==> config.mk <==
export PLATFORM = sky130hd
export DESIGN_NAME = mux_n_reg
export DESIGN_NICKNAME = d
export VERILOG_FILES = /design/src/rtl/mux_n_reg.sv
export SDC_FILE = /design/constraint.sdc
export NUM_CORES = 1
export LEC_CHECK = 0
export ABC_AREA = 1
export ABC_CLOCK_PERIOD_IN_PS = 6200
export CELL_PAD_IN_SITES_DETAIL_PLACEMENT = 1
export CELL_PAD_IN_SITES_GLOBAL_PLACEMENT = 1
export CORE_UTILIZATION = 31
export CTS_BUF_LIST = sky130_fd_sc_hd__clkbuf_4
export CTS_CLUSTER_SIZE = 30
export DETAILED_ROUTE_END_ITERATION = 8
export PLACE_DENSITY = 0.95
export REMOVE_ABC_BUFFERS = 1
export SETUP_SLACK_MARGIN = 0.2
export SYNTH_ARGS = -nofsm -noshare
export SYNTH_HDL_FRONTEND = slang
export SYNTH_SLANG_ARGS = --single-unit
==> constraint.sdc <==
create_clock -name clk -period 6.2 [get_ports clk]
set_clock_uncertainty 0.15 [all_clocks]
set_input_delay 1.24 -clock clk [delete_from_list [all_inputs] [get_ports clk]]
set_output_delay 1.24 -clock clk [all_outputs]
set_load 0.05 [all_outputs]
==> src/rtl/mux_n_reg.sv <==
// rtl/mux_n_reg.sv - N-channel W-bit registered mux with valid/ready handshakes
//
// Ports:
//   clk       rising-edge clock
//   rst       synchronous active-high reset
//   d         flattened channel data, channel i at d[i*WIDTH +: WIDTH]
//   d_valid   per-channel valid
//   d_ready   per-channel ready, at most one bit high (the granted channel)
//   mode      0 = fixed select (cur_sel), 1 = round-robin from rr_ptr
//   select    channel index loaded into cur_sel on sel_load
//   sel_load  single-cycle strobe loading select
//   q         registered output word
//   q_valid   q holds a valid word
//   q_ready   downstream accepts q
//   q_chan    source channel of the word in q
//   sel_err   sticky: an out-of-range select was loaded
module mux_n_reg #(
    parameter  int WIDTH    = 8,
    parameter  int CHANNELS = 4,
    localparam int SEL_W    = $clog2(CHANNELS)
) (
    input  logic                      clk,
    input  logic                      rst,
    input  logic [CHANNELS*WIDTH-1:0] d,
    input  logic [CHANNELS-1:0]       d_valid,
    output logic [CHANNELS-1:0]       d_ready,
    input  logic                      mode,
    input  logic [SEL_W-1:0]          select,
    input  logic                      sel_load,
    output logic [WIDTH-1:0]          q,
    output logic                      q_valid,
    input  logic                      q_ready,
    output logic [SEL_W-1:0]          q_chan,
    output logic                      sel_err
);

    logic [SEL_W-1:0] cur_sel;
    logic [SEL_W-1:0] rr_ptr;

    logic             open;
    logic             gnt_any;
    logic [SEL_W-1:0] gnt;
    logic [SEL_W-1:0] rr_gnt;
    logic [SEL_W-1:0] rr_idx;
    logic             rr_found;
    logic [SEL_W-1:0] rr_next;
    logic [WIDTH-1:0] gnt_data;
    logic             xfer;
    logic             sel_legal;

    // The output register can take a new word when empty or draining this cycle.
    assign open = !q_valid || q_ready;

    // A grant exists only when some channel is valid, in either mode.
    assign gnt_any = |d_valid;

    // Round-robin: first valid channel at or after rr_ptr, wrapping.
    always_comb begin
        rr_found = 1'b0;
        rr_gnt   = '0;
        rr_idx   = '0;
        for (int k = 0; k < CHANNELS; k++) begin
            rr_idx = SEL_W'((int'(rr_ptr) + k) % CHANNELS);
            if (!rr_found && d_valid[rr_idx]) begin
                rr_found = 1'b1;
                rr_gnt   = rr_idx;
            end
        end
    end

    assign gnt = mode ? rr_gnt : cur_sel;

    // Ready is also held low while in reset so nothing upstream sees a
    // handshake that the reset is about to discard.
    always_comb begin
        d_ready = '0;
        for (int i = 0; i < CHANNELS; i++) begin
            if (gnt_any && open && !rst && (gnt == SEL_W'(i)))
                d_ready[i] = 1'b1;
        end
    end

    always_comb begin
        gnt_data = '0;
        for (int i = 0; i < CHANNELS; i++) begin
            if (gnt == SEL_W'(i))
                gnt_data = d[i*WIDTH +: WIDTH];
        end
    end

    assign xfer = |(d_ready & d_valid);

    assign rr_next = (gnt == SEL_W'(CHANNELS - 1)) ? '0 : gnt + 1'b1;

    // Extra top bit keeps the compare meaningful when CHANNELS is a power of 2.
    assign sel_legal = {1'b0, select} < (SEL_W + 1)'(CHANNELS);

    always_ff @(posedge clk) begin
        if (rst) begin
            q       <= '0;
            q_valid <= 1'b0;
            q_chan  <= '0;
            sel_err <= 1'b0;
            cur_sel <= '0;
            rr_ptr  <= '0;
        end else begin
            if (xfer) begin
                q       <= gnt_data;
                q_chan  <= gnt;
                q_valid <= 1'b1;
                if (mode)
                    rr_ptr <= rr_next;
            end else if (q_ready) begin
                q_valid <= 1'b0;
            end

            // The grant above already used the old cur_sel this cycle.
            if (sel_load) begin
                if (sel_legal)
                    cur_sel <= select;
                else
                    sel_err <= 1'b1;
            end
        end
    end

endmodule

-- After elaboration in Yosys (flattened, before gate mapping)
Index checks and enable logic that the tools add are counted.
- register bits after elaboration: 15
- output and inout bits: 16
- logic and storage cells: 64
- add/subtract/negate cells: 4
- order comparisons: 4
- equal/unequal tests: 3
- mux-type cells: 27
- bitwise gates (word level): 1
- reductions and logical operators: 20
- operators by type and width (operator ; count):
    $mux W8 ; 4
    $mux W1 ; 13
    $lt A2 B3 Y1 const B ; 4
    $mux W2 ; 6
    $logic_and A1 B1 Y1 ; 9
    $bmux W1 S2 ; 4
    $reduce_or A4 Y1 ; 2
    $logic_not A1 Y1 ; 5
    $add A2 B1 Y2 const B ; 2
    $add A2 B2 Y2 const B ; 2
    $and A4 B4 Y4 ; 1
    $eq A2 B2 Y1 const B ; 2
    $eq A2 B1 Y1 const B ; 1
    $logic_not A2 Y1 ; 1
    $reduce_and A2 Y1 ; 1
    $reduce_bool A2 Y1 ; 1
    $logic_or A1 B1 Y1 ; 1

-- Logic depth before layout (Yosys ltp)
- depth in word-level cells: 19
- gate-level depth with buffers: 24
- gate-level depth less buffers: 21

-- Worst setup path before layout
Ideal clock, no wire load.
- path type: input to output
- start point: in d_valid[3]
- end point: out d_ready[1]
- data arrival time: 3013 ps
- required time: 4810 ps
- setup slack: 1797 ps
- cell stages on the path: 13
- buffers on the path: 1
- path through: inv_1 > nand2_1 > nand3_2 > nand2_2 > nor2_4 > nand4_1 > nand3_2 > nand2_4 > inv_1 > ha_1 > buf_2 > inv_1 > nor2_1
- cells in the longest elaborated chain, start to end: 16
- RTL lines (item ; line ; source):
    start: declaration ; 25 ; input logic [CHANNELS-1:0] d_valid,
    $bmux W1 S2 ; 64 ; if (!rr_found && d_valid[rr_idx]) begin
    $mux W1 (implied by the code) ; 64 ;
    $mux W1 ; 64 ;
    $logic_not A1 Y1 ; 64 ;
    $logic_and A1 B1 Y1 ; 64 ;
    $mux W1 ; 64 ;
    $logic_not A1 Y1 ; 64 ;
    $logic_and A1 B1 Y1 ; 64 ;
    $mux W1 ; 64 ;
    $logic_not A1 Y1 ; 64 ;
    $logic_and A1 B1 Y1 ; 64 ;
    $mux W2 * ; 64 ;
    $mux W2 * ; 71 ; assign gnt = mode ? rr_gnt : cur_sel;
    net gnt[0] ; 42 ; logic [SEL_W-1:0] gnt;
    $eq A2 B1 Y1 * ; 78 ; if (gnt_any && open && !rst && (gnt == SEL_W'(i)))
    $logic_and A1 B1 Y1 * ; 78 ;
    $mux W1 * ; 78 ;
    end: declaration ; 26 ; output logic [CHANNELS-1:0] d_ready,
The timed path passes the listed nets; every way through them passes the cells marked *. The select of a mux whose other input is x is not followed.

-- Worst setup path after layout
Same ends and word-level chain as after synthesis.

==> run summary <==
Share of cells above drive strength 1: 12.6%
Starting Density: 32.5%
Count of warnings emitted by yosys: 0
Area occupied by multi-input gates: 856 sq um
Top-level port count: 59
Die span in y: 66.9 um
1st-pass router iterations: 4
Clock buffer count from CTS: 3
Arrival time at the worst endpoint: 4080 ps
Root Buffer: clkbuf_4
Post-cts resize count: 0
Status: finished clean
Max-slew violation total from the final report: 0
Number of instances in the synthesized netlist: 207
Hold bufs inserted after CTS: 0
Kind of start point of the critical path: input pin
Routed via count: 1573
Weighted congestion at the end of routability-driven global placement: 0.923
Area share of the largest cell type after synthesis: 23.0%
Maximum number of pins on one net before global-route repair: 20
Critical-path cell with the highest stage delay: clkdlybuf4s50_1
Placeable core region: 4030 sq um
Yosys top cell by area: dfxtp_1
Number of antenna repair diodes: 0
Post-CTS Setup Bufs: 0
Register clock-pin slew on the reported worst setup and hold paths: 100 ps
Via density: 5.06
Library cell with the highest instance count after synthesis: nand2_1
Transition at the pin with the smallest max-transition slack: 529 ps
Remaining DRCs: 0
Die area: 4480 sq um
Register-to-register setup slack: 2940 ps
Final Critical Period: 5470 ps
Syn Area/Cell: 6.32 sq um
Wire length per cell: 14.3 um
Post-detailed-placement half-perimeter wirelength: 3690 um
Congestion Overflow GR: 0
Deepest level of the CTS H-tree: 1
Max Buffers Root-to-Sink: 2
Crit path kind: in2out
Required time of the critical path: 4810 ps
Final standard cell utilization of the core: 47.7%
Achievable Freq: 183 MHz
Number of violations of the max-capacitance limit: 0
Total global routing track utilization: 20.5%
Cell family with the largest share of critical-path delay: buffers and inverters
Number of different library cells in the post-synthesis netlist: 25
Detail Route Antenna Nets: 0
PD cells: 231 nW/um^2
Worst path bufs/invs: 6
Largest cells by area after synthesis: dfxtp_1 23%, nand2_1 16%, o21ai_0 9.6%
Worst rel slew slack: 64.6%
Clock Sinks: 15
Capturing element type of the critical path: output pin
Worst-case vdd ir drop: 0.149 mV
Synthesis-stage register bit count: 15
Initial antenna violation count: 0
Critical Path Max Stage Delay: 800 ps
Synth async-reset ratio: 0%
Number of flops mapped to enable cells by yosys: 0
Initial DRC count: 53
Area growth syn-to-layout: 47.1%
Final number of hold-violating endpoints: 0
Share of synthesized area occupied by flip-flops and latches: 23.0%
Global-route wire length before repair: 6850 um
Final setup violating endpoints: 0
Sequential cell area in the final layout: 300 sq um
Die W: 66.9 um
Worst-skew pair later-pin latency: 290 ps
Netlist area before placement: 1310 sq um
Path type of the worst min-delay path: reg2reg
Maximum fanout along the worst path: 10
Filler Cell Count: 542
Number of I/O port buffers: 57
Most numerous cell types in the synthesized netlist: 54 x nand2_1, 25 x o21ai_0, 20 x inv_1, 19 x nor2_1, 15 x dfxtp_1
Via count of the first global-routing pass: 1571
Row count: 23
CTS tree: done
Final wirelength: 4440 um
Main synth FF type: dfxtp_1
Period Utilization, post-route: 88.2%
Total negative slack: 0 ps
Static leakage power: 0.860 nW
Unrepaired setup endpoints after global routing: no
Ordered cell list for the critical path: clkdlybuf4s50_1, inv_1, nand2_1, nand3_2, nand2_2, inv_2, nand3_1, nand3_2, nand3_2, nand2_4, inv_1, ha_1, inv_1, nor2_1, clkdlybuf4s50_1
Count of nets after finishing: 309
[worst register-to-register path: stages, from the launching register on]
cell and delay [ps]:
dfxtp_1 590, inv_4 160, nand2_1 90, nand2_1 130
nand2_4 110, nand2_4 60, nor2_4 100, nand4_1 110
nand3_2 130, nand2_4 70, inv_1 90, ha_1 380
nand4_1 140, nand2_1 80, inv_1 50, nand2_2 260
nand2_1 160, inv_1 110, nand2_1 70, nand2_1 90
inv_1 40
[placed cells by master (no fill, tap or decap)]
cell,n
a211oi_1,1
conb_1,1
nand4_1,6
inv_2,2
a21oi_1,10
mux2i_1,4
nand2_4,4
nand3_2,4
ha_1,4
clkdlybuf4s50_1,57
or2_2,1
o21ai_0,25
nand2_1,54
clkinvlp_4,1
a22oi_1,4
nor2_4,1
nor2_1,19
nand2_2,11
dfxtp_1,15
a21oi_2,3
inv_1,20
clkbuf_4,3
inv_4,1
buf_4,2
nand3_1,8
[path summary, 6_finish.rpt]
path / startpoint / end / cells after the start
worst max-delay path: d_valid[3] / d_ready[1] / 15
worst min-delay path: q[0] / q[0] / 2
worst max register to register: rr_ptr[0] / rr_ptr[0] / 20
worst min register to register: q[0] / q[0] / 2
[stage by stage]
step / hold slack, ps / area [sq um] / std cells / setup slack, ps / power (mW)
2_1_floorplan: 305 / 1240 / 198 / 1640 / 0.289
3_3_place_gp: 333 / 1890 / 307 / 832 / 0.377
3_5_place_dp: 346 / 1890 / 307 / 735 / 0.386
4_1_cts: 363 / 1920 / 311 / 729 / 0.448
5_1_grt: 398 / 1920 / 311 / 575 / 0.473
6_report: 360 / 1920 / 311 / 734 / 0.445
[routing by layer]
metal | track usage [%] | vias to the layer above | wire length [um]
met3 | 6.68 | 10 | 322
li1 | - | 773 | -
met5 | 0 | - | 0
met2 | 36.7 | 67 | 2220
met1 | 22.7 | 723 | 1780
met4 | 6.12 | 0 | 119
[power breakdown]
| group | internal (mW) | leakage [nW] | switching [mW] |
|---|---|---|---|
| clock | 0.0245 | 0.0139 | 0.0356 |
| sequential | 0.111 | 0.123 | 0.0114 |
| combinational | 0.0963 | 0.723 | 0.166 |
[registers in the layout, indices dropped and copies added (netlist names)]
name     cells
rr_ptr       2
cur_sel      2
q_chan       2
q            8
q_valid      1
[cell type report]
class | instances | area share (%)
well taps | 50 | 3.25
clock inverters | 1 | 0.390
flip-flops and latches | 15 | 15.6
inverters | 23 | 4.62
multi-input cells | 160 | 44.5
repair buffers | 59 | 30.4
clock buffers | 3 | 1.17
[kinds of logic (layout without fill, tap and decap cells)]
| kind of cell | count (synthesis) | after routing | synth area share [%] |
|---|---|---|---|
| fa+ha+maj | 4 | 4 | 3.83 |
| mux | 4 | 4 | 3.06 |
| other cells | 1 | 1 | 0.287 |
| simple gates | 108 | 108 | 40.0 |
| flops | 15 | 15 | 23.0 |
| compound gates | 43 | 43 | 18.3 |
| buf+inv | 32 | 86 | 11.6 |
Note: power is estimated with default switching activity, not from simulation.
